===== config.mk =====
export PLATFORM = sky130hd
export DESIGN_NAME = square_finder
export DESIGN_NICKNAME = d
export VERILOG_FILES = /design/src/rtl/square_pkg.sv /design/src/rtl/square_datapath.sv /design/src/rtl/square_finder.sv
export SDC_FILE = /design/constraint.sdc
export NUM_CORES = 1
export LEC_CHECK = 0
export CAP_MARGIN = 40
export CORE_ASPECT_RATIO = 1.1
export CORE_MARGIN = 8
export CORE_UTILIZATION = 43
export DETAILED_ROUTE_END_ITERATION = 6
export PLACE_DENSITY = 0.74
export SYNTH_ARGS = -nofsm -noshare
export SYNTH_HDL_FRONTEND = slang
export SYNTH_SLANG_ARGS = --single-unit

===== constraint.sdc =====
create_clock -name clock -period 4.35 [get_ports clock]
set_clock_uncertainty 0.15 [all_clocks]
set_input_delay 0.87 -clock clock [delete_from_list [all_inputs] [get_ports clock]]
set_output_delay 0.87 -clock clock [all_outputs]
set_load 0.01 [all_outputs]

===== src/rtl/square_pkg.sv =====
// rtl/square_pkg.sv - shared types and control-bus layout for the sequential squarer
package square_pkg;

    typedef enum logic [1:0] {
        ST_IDLE    = 2'd0,
        ST_ITERATE = 2'd1,
        ST_DONE    = 2'd2
    } state_t;

    localparam int CTRL_LOAD     = 0;
    localparam int CTRL_STEP     = 1;
    localparam int CTRL_COMMIT   = 2;
    localparam int CTRL_WIDTH    = 3;

    localparam int DEFAULT_WIDTH = 4;

endpackage


===== src/rtl/square_datapath.sv =====
// rtl/square_datapath.sv - shift-and-add registers for the squarer, driven only by the control bus
module square_datapath
    import square_pkg::*;
#(
    parameter int WIDTH = DEFAULT_WIDTH
) (
    input  logic                   clock,
    input  logic                   reset,
    input  logic [CTRL_WIDTH-1:0]  i_ctrl,
    input  logic [WIDTH-1:0]       i_root,
    output logic [2*WIDTH-1:0]     o_square
);

    logic [2*WIDTH-1:0] r_mcand;
    logic [WIDTH-1:0]   r_mplier;
    logic [2*WIDTH-1:0] r_acc;
    logic [2*WIDTH-1:0] r_square;

    logic [2*WIDTH-1:0] w_addend;
    logic [2*WIDTH-1:0] w_sum;

    // (2^W-1)^2 fits in 2W bits, so the sum never needs a carry-out
    assign w_addend = r_mplier[0] ? r_mcand : '0;
    assign w_sum    = r_acc + w_addend;

    always_ff @(posedge clock or negedge reset) begin
        if (!reset) begin
            r_mcand  <= '0;
            r_mplier <= '0;
            r_acc    <= '0;
            r_square <= '0;
        end else begin
            if (i_ctrl[CTRL_LOAD]) begin
                r_mcand  <= {{WIDTH{1'b0}}, i_root};
                r_mplier <= i_root;
                r_acc    <= '0;
            end
            if (i_ctrl[CTRL_STEP] || i_ctrl[CTRL_COMMIT]) begin
                r_acc    <= w_sum;
                r_mcand  <= r_mcand << 1;
                r_mplier <= r_mplier >> 1;
            end
            if (i_ctrl[CTRL_COMMIT]) begin
                r_square <= w_sum;
            end
        end
    end

    assign o_square = r_square;

endmodule


===== src/rtl/square_finder.sv =====
// rtl/square_finder.sv - sequential squarer: FSM, iteration counter and control-bus generation
module square_finder
    import square_pkg::*;
#(
    parameter int WIDTH = DEFAULT_WIDTH
) (
    input  logic                 clock,
    input  logic                 reset,
    input  logic                 start,
    input  logic [WIDTH-1:0]     root,
    output logic                 busy,
    output logic                 valid,
    output logic [2*WIDTH-1:0]   square
);

    localparam int              CNT_W    = $clog2(WIDTH) + 1;
    localparam logic [CNT_W-1:0] LAST_CNT = CNT_W'(WIDTH - 1);

    state_t                r_state;
    logic [CNT_W-1:0]      r_count;
    logic                  r_busy;
    logic                  r_valid;

    logic                  w_last;
    logic [CTRL_WIDTH-1:0] w_ctrl;

    assign w_last = (r_count == LAST_CNT);

    // The final iteration is a commit rather than a step, so only one field is ever high
    always_comb begin
        w_ctrl = '0;
        case (r_state)
            ST_IDLE:    w_ctrl[CTRL_LOAD] = start;
            ST_ITERATE: begin
                if (w_last) w_ctrl[CTRL_COMMIT] = 1'b1;
                else        w_ctrl[CTRL_STEP]   = 1'b1;
            end
            default:    w_ctrl = '0;
        endcase
    end

    always_ff @(posedge clock or negedge reset) begin
        if (!reset) begin
            r_state <= ST_IDLE;
            r_count <= '0;
            r_busy  <= 1'b0;
            r_valid <= 1'b0;
        end else begin
            case (r_state)
                ST_IDLE: begin
                    r_valid <= 1'b0;
                    if (start) begin
                        r_state <= ST_ITERATE;
                        r_count <= '0;
                        r_busy  <= 1'b1;
                    end
                end
                ST_ITERATE: begin
                    r_count <= r_count + CNT_W'(1);
                    if (w_last) begin
                        r_state <= ST_DONE;
                        r_valid <= 1'b1;
                    end
                end
                ST_DONE: begin
                    r_state <= ST_IDLE;
                    r_busy  <= 1'b0;
                    r_valid <= 1'b0;
                end
                default: begin
                    r_state <= ST_IDLE;
                    r_busy  <= 1'b0;
                    r_valid <= 1'b0;
                end
            endcase
        end
    end

    square_datapath #(.WIDTH(WIDTH)) u_datapath (
        .clock    (clock),
        .reset    (reset),
        .i_ctrl   (w_ctrl),
        .i_root   (root),
        .o_square (square)
    );

    assign busy  = r_busy;
    assign valid = r_valid;

endmodule


==> results of run 1 <==
[Yosys cell counts, types with 2 or more instances]
master | n | area share
nand3_1 | 4 | 0.011
nor3_1 | 2 | 0.0056
inv_1 | 10 | 0.021
xnor2_1 | 3 | 0.015
nand2_1 | 23 | 0.048
nand2b_1 | 3 | 0.011
and2_1 | 6 | 0.021
mux2_2 | 5 | 0.032
dfrtp_1 | 35 | 0.49
or4_1 | 2 | 0.0084
a22oi_1 | 4 | 0.017
nor2_1 | 13 | 0.027
ha_1 | 9 | 0.063
a21oi_1 | 8 | 0.022
nor2b_1 | 3 | 0.011
a22o_1 | 9 | 0.044
o211ai_1 | 2 | 0.0084
o21ai_0 | 18 | 0.050
clkbuf_1 | 6 | 0.013
[cells by family after synthesis]
group / share of synthesized area
buf+inv: 0.0336
flops: 0.490
fa+ha+maj: 0.0742
compound gates: 0.175
xor+xnor: 0.0322
mux: 0.0371
simple gates: 0.158
[state kept, by name, summed over array words and instances (netlist names)]
| register | flops |
|---|---|
| u_datapath.r_acc | 8 |
| busy | 1 |
| u_datapath.r_mplier | 4 |
| valid | 1 |
| r_state | 2 |
| u_datapath.o_square | 8 |
| r_count | 3 |
| u_datapath.r_mcand | 8 |
[cell type report]
class                   count  area, µm²  area share
flip-flops and latches     35        876       0.414
multi-input cells         128        851       0.402
repair buffers             18        175      0.0827
clock buffers               5       68.8      0.0325
well taps                  52       65.1      0.0307
clock inverters             3       43.8      0.0207
inverters                  10       37.5      0.0177
[layer usage]
layer / track usage / up-vias / part of all wire
met2: 0.169 / 21 / 0.45
met3: 0.0453 / 6 / 0.045
met4: 0.0653 / 0 / 0.024
met1: 0.142 / 642 / 0.48
met5: 0 / - / 0
li1: - / 666 / -
[power groups by stage]
| stage | Combinational, µW | Clock, µW | Sequential, µW |
|---|---|---|---|
| after floorplan | 393 | 0 | 549 |
| after global placement | 552 | 0 | 565 |
| after detailed placement | 562 | 0 | 572 |
| after CTS | 565 | 299 | 566 |
| after global routing | 634 | 309 | 589 |
| final | 558 | 289 | 567 |
[worst min-delay path by stage]
stage / start / depth (start not counted) / to
6_report: u_datapath.o_square[1] / 2 / u_datapath.o_square[1]
5_1_grt: busy / 2 / busy
4_1_cts: u_datapath.o_square[2] / 2 / u_datapath.o_square[2]
3_5_place_dp: u_datapath.o_square[2] / 2 / u_datapath.o_square[2]
3_3_place_gp: u_datapath.o_square[1] / 2 / u_datapath.o_square[1]
2_1_floorplan: r_count[2] / 2 / r_count[2]
[critical path, cell delays in order, from the launching register on]
cell     delay (ns)
dfrtp_1        0.48
and2_1         0.17
ha_1           0.19
inv_1          0.07
fa_1           0.40
nor2b_1        0.15
o21ai_1        0.09
a21oi_1        0.29
nor2b_1        0.11
mux2_2         0.28
[per-stage QoR]
| step | utilization | cells | instance area, µm² | hold WS (ns) |
|---|---|---|---|---|
| 2_1_floorplan | - | 179 | 1790 | 0.300 |
| 3_3_place_gp | 0.502 | 243 | 2000 | 0.315 |
| 3_5_place_dp | 0.502 | 243 | 2000 | 0.325 |
| 4_1_cts | 0.530 | 251 | 2120 | 0.340 |
| 5_1_grt | 0.530 | 251 | 2120 | 0.377 |
| 6_report | 0.530 | 251 | 2120 | 0.332 |
==> metrics.md, run 1 <==
| Metric | Value |
|---|---|
| Logic pwr share | `0.395` |
| Clock Latency Late Sink | `roughly 0.29 ns` |
| Status | `finished, final reports clean` |
| Post-DP HPWL | `between 2000 and 2500 µm` |
| Reg2reg end | `u_datapath.o_square[4]` |
| Syn nets | `just under 200` |
| Commonest cells after routing, fill and taps aside | `dfrtp_1 (35), nand2_1 (23), o21ai_0 (18)` |
| Maximum VDD drop | `~0.00034 V` |
| Total CTS buffers | `5` |
| H-tree lvl count | `2` |
| Syn Std Cell Area | `about 0.0018 mm²` |
| Synthesized flop and latch total | `35` |
| Row cnt | `24` |
| Sequential area share after synthesis | `0.490` |
| Worst EP required | `4.38 ns` |
| P_leak | `between 0.0009 and 0.001 µW` |
| Period utilisation layout | `0.572` |
| Die H | `83.6 µm` |
| Total gr overflow | `0` |
| Die area | `0.00648 mm²` |
| Slew Viols, Final | `0` |
| Post-place setup slack | `roughly 1.9 ns` |
| Minimum clock period | `around 2.5 ns` |
| 1st-pass router iterations | `4` |
| DR DRC count | `0` |
| Total power | `1410 µW` |
| Startpoint Class | `flop` |
| Final nets | `approximately 220` |
| Max-cap viol count | `0` |
| Initial antenna violation count | `0` |
| Critical path launch point | `u_datapath.r_mplier[0]` |
| Worst Setup EP | `u_datapath.o_square[4]` |
| Wire per inst | `13.4 µm` |
| Die width | `around 77 µm` |
| Final TNS setup | `0 ns` |
| Clock network power share | `0.204` |
| GR Util All Layers | `0.116` |
| Yosys warns | `0` |
| Commonest non-fill, non-tap cell in the layout | `dfrtp_1` |
| Switching share of power | `0.363` |
| Number of enable flip-flop cells after synthesis | `0` |
| Int Pwr | `about 900 µW` |
| Vias/cell | `5.32` |
| Worst slew pin tran | `~0.43 ns` |
| FMAX | `around 0.40 GHz` |
| Vias in the first global route | `1300` |
| Area grow syn2layout | `18.5%` |
| Slew HR | `0.715` |
| Starting Density | `0.447` |
| Crit. End Element | `flop` |
| Post-CTS Resized | `0` |
| Post-CTS Hold Buffers | `0` |
| NetSw | `513 µW` |
| Clock root cell | `clkbuf_8` |
| Critical path class | `reg2reg` |
| FF-to-FF setup slack | `approximately 1.9 ns` |
| Core Region | `about 0.004 mm²` |
| Arr. time, crit path | `~2.5 ns` |
| Dominant synthesized flop cell | `dfrtp_1` |
| Fill count | `369` |
| Clk buf depth | `2` |
| Gpl congestion | `around 0.81` |
| Pwr per Cell Area | `around 670 mW/mm²` |
| R2r worst-path depth | `9` |
| Critical Path Fanout Max | `9` |
| DRT iter0 DRCs | `57` |
| Ratio of cells with drive above 1 in the final layout | `0.0905` |
| HP Class | `reg2reg` |
| Synth Instances | `179` |
| Final Hold Vio Count | `0` |
| First-pass GRT wire length | `about 6000 µm` |
| RR Startpoint | `u_datapath.r_mplier[0]` |
| Async S/R FF share, synth | `1.00` |
| Post-CTS setup buffer count | `0` |
| # diodes | `0` |
| Io pins | `17` |
| Sequential group share of total power | `0.401` |
| Worst-path clk slew | `approximately 0.080 ns` |
| Clk sinks | `35` |
| Via count | `roughly 1300` |
| Worst setup margin | `roughly 1.9 ns` |
| CTS tree | `done` |
| Post-synth cell types | `33` |
| Port Buffers | `16` |
| Routed Antenna Nets | `0` |
| RSZ-0062 raised after global routing | `no` |
| Synthesized area per cell | `around 10 µm²` |
| Final setup fails | `0` |
| Maximum number of pins on one net before global-route repair | `36` |
| DRT Wirelength | `3360 µm` |
Note: power is estimated with default switching activity, not from simulation.
==> run 2: changes to the inputs <==
==> constraint.sdc (replaced) <==
create_clock -name clock -period 2.6 [get_ports clock]
set_clock_uncertainty 0.15 [all_clocks]
set_input_delay 0.52 -clock clock [delete_from_list [all_inputs] [get_ports clock]]
set_output_delay 0.52 -clock clock [all_outputs]
set_load 0.01 [all_outputs]
==> metrics.md, run 2 (synthesized netlist as in run 1, its figures left out) <==
| Metric | Value |
|---|---|
| Status | `finished, final reports clean` |
| DRT Wirelength | `3550 µm (+5.6%)` |
| DRT iter0 DRCs | `79 (+39%)` |
| Inst Count DP | `243 (unchanged)` |
| Slowest Stage Delay on Critical Path | `0.45 ns (-0.03 ns)` |
| Arr. time, crit path | `2.44 ns (-0.07 ns)` |
| Total power | `2280 µW (+61%)` |
| Hold path startpoint | `u_datapath.o_square[1]` |
| Vias in the first global route | `1285 (-1.2%)` |
| Slew Viols, Final | `0 (unchanged)` |
| Most used cell, CP | `nor2b_1` |
| Maximum number of pins on one net before global-route repair | `36 (unchanged)` |
| H-tree lvl count | `2 (unchanged)` |
| Crit path cell chain | `and2_1 > ha_1 > inv_1 > fa_1 > nor2b_1 > o21ai_1 > a21oi_1 > nor2b_1 > mux2_2` |
| CP top delay family | `adder cells` |
| Io pins | `17 (unchanged)` |
| Final Hold Vio Count | `0 (unchanged)` |
| FMAX | `0.414 GHz (+3.0%)` |
| RR Startpoint | `u_datapath.r_mplier[0]` |
| P_leak | `0.000969 µW (-1.9%)` |
| Startpoint Class | `flop` |
| Worst EP required | `2.62 ns (-1.76 ns)` |
| Post-CTS setup buffer count | `0 (unchanged)` |
| Worst path slowest cell | `dfrtp_1` |
| Design area | `0.00209 mm² (-1.1%)` |
| Fill count | `370 (+0.27%)` |
| First-pass GRT wire length | `6090 µm (+1.6%)` |
| Slew HR | `0.708 (-0.00741)` |
| Port Buffers | `16 (unchanged)` |
| Worst-path clk slew | `0.07 ns (about the same)` |
| Post-CTS Resized | `0 (unchanged)` |
| Period utilisation layout | `0.929 (+0.357)` |
| Post-CTS Hold Buffers | `0 (unchanged)` |
| HP Class | `reg2reg` |
| 1st-pass router iterations | `4 (unchanged)` |
| Area grow syn2layout | `17.2%` |
| Critical Path Fanout Max | `9 (unchanged)` |
| Crit. End Element | `flop` |
| Via count | `1295 (-3.0%)` |
| Final nets | `215 (unchanged)` |
| Final setup fails | `0 (unchanged)` |
| DR DRC count | `0 (unchanged)` |
| Gpl congestion | `0.804 (-1.0%)` |
| Pwr per Cell Area | `1090 mW/mm² (+63%)` |
| Minimum clock period | `2.41 ns (-0.0731 ns)` |
| Commonest cells after routing, fill and taps aside | `dfrtp_1 (35), nand2_1 (23), o21ai_0 (18)` |
| Ratio of cells with drive above 1 in the final layout | `0.0812 (-0.00923)` |
| Starting Density | `0.447 (unchanged)` |
| Clock root cell | `clkbuf_8` |
| RSZ-0062 raised after global routing | `no` |
| Clock Latency Late Sink | `0.29 ns (about the same)` |
| CTS tree | `done` |
| Die width | `77.5 µm (unchanged)` |
| # diodes | `0 (unchanged)` |
| Bufs and invs on worst path | `1 (unchanged)` |
| Clk sinks | `35 (unchanged)` |
| Initial antenna violation count | `0 (unchanged)` |
| GR Util All Layers | `0.117 (+0.000972)` |
| Max-cap viol count | `0 (unchanged)` |
| Total gr overflow | `0 (unchanged)` |
| Die area | `0.00648 mm² (unchanged)` |
| Critical path class | `reg2reg` |
| Worst slew pin tran | `0.439 ns (+0.0111 ns)` |
| Maximum VDD drop | `0.000624 V (+82%)` |
| Row cnt | `24 (unchanged)` |
| Clk buf depth | `2 (unchanged)` |
| Cell Area, Placed | `0.00202 mm² (+0.62%)` |
| Critical path launch point | `u_datapath.r_mplier[0]` |
| Commonest non-fill, non-tap cell in the layout | `dfrtp_1` |
| Final cell count without fillers | `249 (-0.80%)` |
| Core Region | `0.00399 mm² (unchanged)` |
| Total CTS buffers | `5 (unchanged)` |
| Routed Antenna Nets | `0 (unchanged)` |
| Vias/cell | `5.20 (-2.2%)` |
| Die H | `83.6 µm (unchanged)` |
| Wire per inst | `14.2 µm (+6.4%)` |
| Post-DP HPWL | `2490 µm (+1.8%)` |
| Final TNS setup | `0 ns (unchanged)` |
-- run 2: cell type report --
cell class	instances	area [µm²]	share of cell area
sequential	35	876	0.418
multi-input combinational	128	851	0.406
timing repair buffer	18	188	0.0897
clock buffer	5	68.8	0.0329
tap	52	65.1	0.0311
inverter	10	37.5	0.0179
clock inverter	1	7.51	0.00359
-- run 2: metrics by stage --
| step | utilization | hold slack, ns | setup WS (ns) |
|---|---|---|---|
| final | 0.524 | 0.327 | 0.185 |
| after detailed placement | 0.505 | 0.322 | 0.195 |
| after floorplan | - | 0.0744 | 0.414 |
| after global routing | 0.524 | 0.359 | 0.0175 |
| after CTS | 0.524 | 0.339 | 0.177 |
| after global placement | 0.505 | 0.313 | 0.304 |
-- run 2: path summary, 6_finish.rpt --
check,end,slack (ns),cells past startpoint
max,u_datapath.o_square[4],0.19,9
min,u_datapath.o_square[1],0.33,2
max reg2reg,u_datapath.o_square[4],0.19,9
min reg2reg,u_datapath.o_square[1],0.33,2
max in group asynchronous,u_datapath.r_acc[2],1.50,2
min in group asynchronous,u_datapath.r_acc[6],0.49,2
-- run 2: layer usage --
metal / global-route usage / wire (µm)
met2: 0.175 / 1590
met5: 0 / 0
met1: 0.150 / 1750
met3: 0.0388 / 143
met4: 0.0515 / 65
-- run 2: tightest hold or removal path: stages, from the launching register on --
cell and delay, ns:
dfrtp_1 0.34, nand2_1 0.04, o21ai_0 0.06
-- run 2: power breakdown --
part	total, µW	switching [µW]	internal (µW)
clock network	369	191	178
registers	947	181	767
logic	967	492	475
total	2280	865	1420
==> run 3: changes to the inputs <==
--- a/config.mk
+++ b/config.mk
@@ -10,7 +10,10 @@
 export CORE_MARGIN = 8
 export CORE_UTILIZATION = 43
 export DETAILED_ROUTE_END_ITERATION = 6
+export GPL_TIMING_DRIVEN = 0
+export HOLD_SLACK_MARGIN = 0.05
 export PLACE_DENSITY = 0.74
+export REMOVE_ABC_BUFFERS = 1
 export SYNTH_ARGS = -nofsm -noshare
 export SYNTH_HDL_FRONTEND = slang
 export SYNTH_SLANG_ARGS = --single-unit
==> metrics.md, run 3 (synthesized netlist as in run 1, its figures left out) <==
| Metric | Value |
|---|---|
| Worst-path clk slew | `0.07 ns (about the same)` |
| Vias in the first global route | `1307 (+1.7%)` |
| Bufs and invs on worst path | `1 (unchanged)` |
| Io pins | `17 (unchanged)` |
| Die width | `77.5 µm (unchanged)` |
| H-tree lvl count | `2 (unchanged)` |
| Gpl congestion | `0.778 (-3.2%)` |
| Clock root cell | `clkbuf_8` |
| Area of the multi-input gates | `858 µm² (+0.88%)` |
| Wire per inst | `13.8 µm (-3.3%)` |
| DR DRC count | `0 (unchanged)` |
| Pwr per Cell Area | `1090 mW/mm² (-0.23%)` |
| Status | `finished, final reports clean` |
| Worst EP required | `2.62 ns (about the same)` |
| Post-CTS setup buffer count | `0 (unchanged)` |
| Final setup fails | `0 (unchanged)` |
| RSZ-0062 raised after global routing | `no` |
| Final Hold Vio Count | `0 (unchanged)` |
| Final TNS setup | `0 ns (unchanged)` |
| Arr. time, crit path | `2.44 ns (about the same)` |
| Clk buf depth | `2 (unchanged)` |
| Port Buffers | `16 (unchanged)` |
| Final nets | `213 (-0.93%)` |
| Slowest Stage Delay on Critical Path | `0.48 ns (+0.03 ns)` |
| Post-DP HPWL | `2410 µm (-3.1%)` |
| GR Util All Layers | `0.111 (-0.00675)` |
| Row cnt | `24 (unchanged)` |
| First-pass GRT wire length | `5980 µm (-1.9%)` |
| Clock network power share | `0.167 (+0.005)` |
| Max-cap viol count | `0 (unchanged)` |
| Worst slew pin tran | `0.919 ns (+0.480 ns)` |
| NetSw | `860 µW (-0.51%)` |
| Initial antenna violation count | `0 (unchanged)` |
| Starting Density | `0.447 (unchanged)` |
| Crit. End Element | `flop` |
| Vias/cell | `5.27 (+1.2%)` |
| Via count | `1311 (+1.2%)` |
| Clock Latency Late Sink | `0.29 ns (about the same)` |
| FF/Latch Area | `876 µm² (unchanged)` |
| Startpoint Class | `flop` |
| Commonest non-fill, non-tap cell in the layout | `dfrtp_1` |
| Critical path class | `reg2reg` |
| P_leak | `0.000971 µW (+0.22%)` |
| Maximum number of pins on one net before global-route repair | `36 (unchanged)` |
| Minimum clock period | `2.42 ns (+0.00466 ns)` |
| Worst path slowest cell | `dfrtp_1` |
| Die H | `83.6 µm (unchanged)` |
| Maximum VDD drop | `0.000733 V (+17%)` |
| Worst setup margin | `0.181 ns (-0.00466 ns)` |
| Total CTS buffers | `5 (unchanged)` |
| FMAX | `0.413 GHz (-0.19%)` |
| DRT Wirelength | `3430 µm (-3.3%)` |
| Commonest cells after routing, fill and taps aside | `dfrtp_1 (35), nand2_1 (23), o21ai_0 (18)` |
| DRT iter0 DRCs | `64 (-19%)` |
| HP Class | `in2async` |
| Logic pwr share | `0.415 (-0.008)` |
| # diodes | `0 (unchanged)` |
| Fill count | `374 (+1.1%)` |
| Int Pwr | `1400 µW (-1.4%)` |
| Post-CTS Resized | `0 (unchanged)` |
| CP top delay family | `adder cells` |
| Core Region | `0.00399 mm² (unchanged)` |
| Ratio of cells with drive above 1 in the final layout | `0.0964 (+0.0152)` |
| Area grow syn2layout | `16.2%` |
| Switching share of power | `0.381 (+0.00211)` |
| CTS tree | `done` |
| Slew Viols, Final | `0 (unchanged)` |
| Sequential group share of total power | `0.418 (+0.003)` |
| Clk sinks | `35 (unchanged)` |
| Routed Antenna Nets | `0 (unchanged)` |
| Most used cell, CP | `nor2b_1` |
| Critical Path Fanout Max | `9 (unchanged)` |
| Total gr overflow | `0 (unchanged)` |
| Post-CTS Hold Buffers | `0 (unchanged)` |
| 1st-pass router iterations | `4 (unchanged)` |
| Period utilisation layout | `0.931 (+0.00179)` |
| Post-place setup slack | `0.100 ns (-0.0950 ns)` |
| Die area | `0.00648 mm² (unchanged)` |
| Slew HR | `0.387 (-0.321)` |
| Crit path cell chain | `and2_1 > ha_1 > inv_1 > fa_1 > nor2b_1 > o21ai_1 > a21oi_2 > nor2b_1 > mux2_2` |
run 3: worst register-to-register path: stages (launching register included):
cell	delay, ns
dfrtp_1	0.48
and2_1	0.17
ha_1	0.20
inv_1	0.07
fa_1	0.39
nor2b_1	0.14
o21ai_1	0.10
a21oi_2	0.23
nor2b_1	0.11
mux2_2	0.27
run 3: cell type report:
class,instances,area share
clock inverters,3,0.00723
multi-input cells,128,0.414
clock buffers,5,0.0332
inverters,10,0.0181
flip-flops and latches,35,0.422
repair buffers,16,0.0747
well taps,52,0.0313
run 3: final timing paths:
path / startpoint / endpoint / slack [ns] / depth (start not counted)
max: u_datapath.r_mplier[0] / u_datapath.o_square[4] / 0.18 / 9
min: reset / u_datapath.r_mplier[3] / 0.15 / 1
max reg2reg: u_datapath.r_mplier[0] / u_datapath.o_square[4] / 0.18 / 9
min reg2reg: u_datapath.o_square[2] / u_datapath.o_square[2] / 0.33 / 2
max in group asynchronous: reset / u_datapath.o_square[6] / 1.67 / 1
min in group clock: u_datapath.o_square[2] / u_datapath.o_square[2] / 0.33 / 2
run 3: metal layers:
layer  vias to the layer above  share of wire  routed length [µm]  GRT usage
li1                        658              -                   -          -
met1                       630           0.46                1590      0.128
met2                        18           0.48                1660      0.186
met3                         5          0.037                 127     0.0323
met4                         0          0.015                  52     0.0412
met5                         -              0                   0          0
run 3: through the flow:
step	instance area, µm²	total power, µW	utilization	hold slack (ns)	std cells
5_1_grt	2080	2440	0.520	0.218	249
6_report	2080	2260	0.520	0.147	249
3_3_place_gp	1990	1860	0.498	0.313	241
3_5_place_dp	1990	1900	0.498	0.321	241
4_1_cts	2070	2290	0.519	0.180	249
2_1_floorplan	1760	1550	-	0.0744	173
run 3: power by group through the flow:
| stage | sequential [µW] | combinational (µW) | clock (µW) |
|---|---|---|---|
| 3_3_place_gp | 947 | 915 | 0 |
| 3_5_place_dp | 956 | 945 | 0 |
| 6_report | 945 | 938 | 376 |
| 5_1_grt | 981 | 1050 | 408 |
| 2_1_floorplan | 937 | 616 | 0 |
| 4_1_cts | 947 | 952 | 386 |
==> variant (settings of run 2) <==
Set the package constant `DEFAULT_WIDTH` to 2 (it was 4).
--- a/src/rtl/square_pkg.sv
+++ b/src/rtl/square_pkg.sv
@@ -12,7 +12,7 @@
     localparam int CTRL_COMMIT   = 2;
     localparam int CTRL_WIDTH    = 3;
 
-    localparam int DEFAULT_WIDTH = 4;
+    localparam int DEFAULT_WIDTH = 2;
 
 endpackage
 
Interface: changed (resized root and square); port bits go from 17 to 11. No check against the original RTL was run, so the function may have changed too.
==> variant against run 2 <==
- sequential cell count fell by 15
- largest cell class unchanged
- wire length down 52%
- area after synthesis decreased by 47%
- highest routed layer unchanged
- power decreased by 51%
- die area decreased by 38%
- cell area down 47%
- setup slack better by 290 ps
==> variant: results (changes against run 2) <==
[global_routing]
grt_usage_pct=9.79  ; -1.9 points
grt_pass1_wl_mm=2.93  ; -52%
grt_antenna_before_repair=0  ; unchanged
first_global_vias=670  ; -48%
grt_max_degree=21  ; -42%

[setup_path]
cpMaxStageDelayCell=dfrtp_1
reg2reg_setup_slack_ps=470  ; +290 ps
cp.arrival_ps=2170  ; -270 ps
r2r-end=u_datapath.o_square[3]
critPathTopFamily=flip-flops
timing.critical_path.from=u_datapath.r_mcand[1]
cp_max_fo=4  ; -5
max_stage_delay_ps=420  ; -30 ps
critPathCaptureType=flop
r2r_cells=7  ; -2

[synthesis]
synth_ff_type=dfrtp_1
synth_seq_area_share_pct=52.4  ; +3.4 points
async_flop_share_pct=100  ; unchanged
synth_xor_area_share_pct=4.19  ; +0.97 points
synthTopCellsByArea=dfrtp_1 (52%), ha_1 (5.2%), nand2_1 (4.7%)
synth_cell_types=26  ; -21%
synth_fa_ha_area_share_pct=7.34  ; -0.084 points
netlist_top_cells_count=dfrtp_1 (20), nand2_1 (12), nor2_1 (9)
ys_warn_count=0  ; unchanged
synth_nets=99  ; -49%
synth_compound_area_share_pct=15.9  ; -1.6 points
synthMuxAreaShare_pct=3.80  ; +0.089 points

[clock_tree]
insertion_delay_ps=290  ; about the same
clockRootBuffer=clkbuf_4
clkTransAtPathRegs_ps=100  ; +30 ps
ctsResizeCount=0  ; unchanged
post_cts_buffers=0  ; unchanged
htree_levels=1  ; -1
cts_buffers=3  ; -2

[power_and_ir_drop]
vdd_drop_max_mv=0.522  ; -16%
p_leak_nw=0.547  ; -44%

[sta]
slew_headroom_pct=75.3  ; +4.5 points

[finish]
nets=113  ; -47%
drive_gt1_share_pct=7.92  ; -0.20 points
diodes=0  ; unchanged
nFillCells=219  ; -41%

[drt]
detail_route.wirelength.met1_um=822  ; -53%
wirelength_mm=1.71  ; -52%
dr.pass1.iters=4  ; unchanged
dr_wl_met3_um=68  ; -52%
drt_iter0_markers=23  ; -71%
met2_length_um=810  ; -49%
vias_per_cell=4.99  ; -4.0%

[placement]
hpwl_mm=1.32  ; -47%
numPortBuffers=10  ; -6
dpl-instance-area_um2=1090  ; -46%
gp_congestion=0.764  ; -5.0%

[status]
outcome=complete, no violations

[variant: worst min-delay path by stage]
stage / slack (ps) / depth (start not counted) / to
CTS: 340 / 2 / u_datapath.o_square[1]
global route: 380 / 2 / u_datapath.o_square[1]
detailed placement: 320 / 2 / u_datapath.o_square[1]
global placement: 310 / 2 / u_datapath.o_square[1]
floorplan: 70 / 0 / busy
finish: 330 / 2 / u_datapath.o_square[1]
[variant: metrics by stage]
step,instances,utilization (%),worst slack [ps]
floorplan,89,-,589
global placement,128,50.1,539
detailed placement,128,50.1,491
CTS,131,51.1,480
global route,131,51.1,383
finish,131,51.1,473
[variant: area by class of cell]
type / count / area [um^2] / area share (%)
Sequential cell: 20 / 500 / 44.8
Tap cell: 30 / 37.5 / 3.36
Multi-Input combinational cell: 59 / 414 / 37.1
Timing Repair Buffer: 12 / 115 / 10.3
Inverter: 7 / 26.3 / 2.35
Clock buffer: 3 / 22.5 / 2.02
[variant: kinds of logic after synthesis]
| group | after synthesis |
|---|---|
| fa+ha+maj | 5 |
| mux | 3 |
| simple gates | 27 |
| flops | 20 |
| xor+xnor | 3 |
| buf+inv | 10 |
| compound gates | 21 |
[variant: power breakdown]
part | internal [mW] | leakage (nW) | switching (mW)
Clock | 0.0539 | 0.0138 | 0.0846
Combinational | 0.211 | 0.270 | 0.232
Sequential | 0.430 | 0.263 | 0.102
Total | 0.696 | 0.547 | 0.419
[variant: tightest hold or removal path, cell delays in order, from the launching register on]
cell and delay [ps]:
dfrtp_1 350, nand2_1 40, o21ai_0 60
[variant: routing by layer]
layer | vias to the layer above | track usage (%)
met5 | - | 0
met1 | 310 | 12.1
met3 | 2 | 3.71
met2 | 17 | 14.3
met4 | 0 | 5.25
li1 | 325 | -
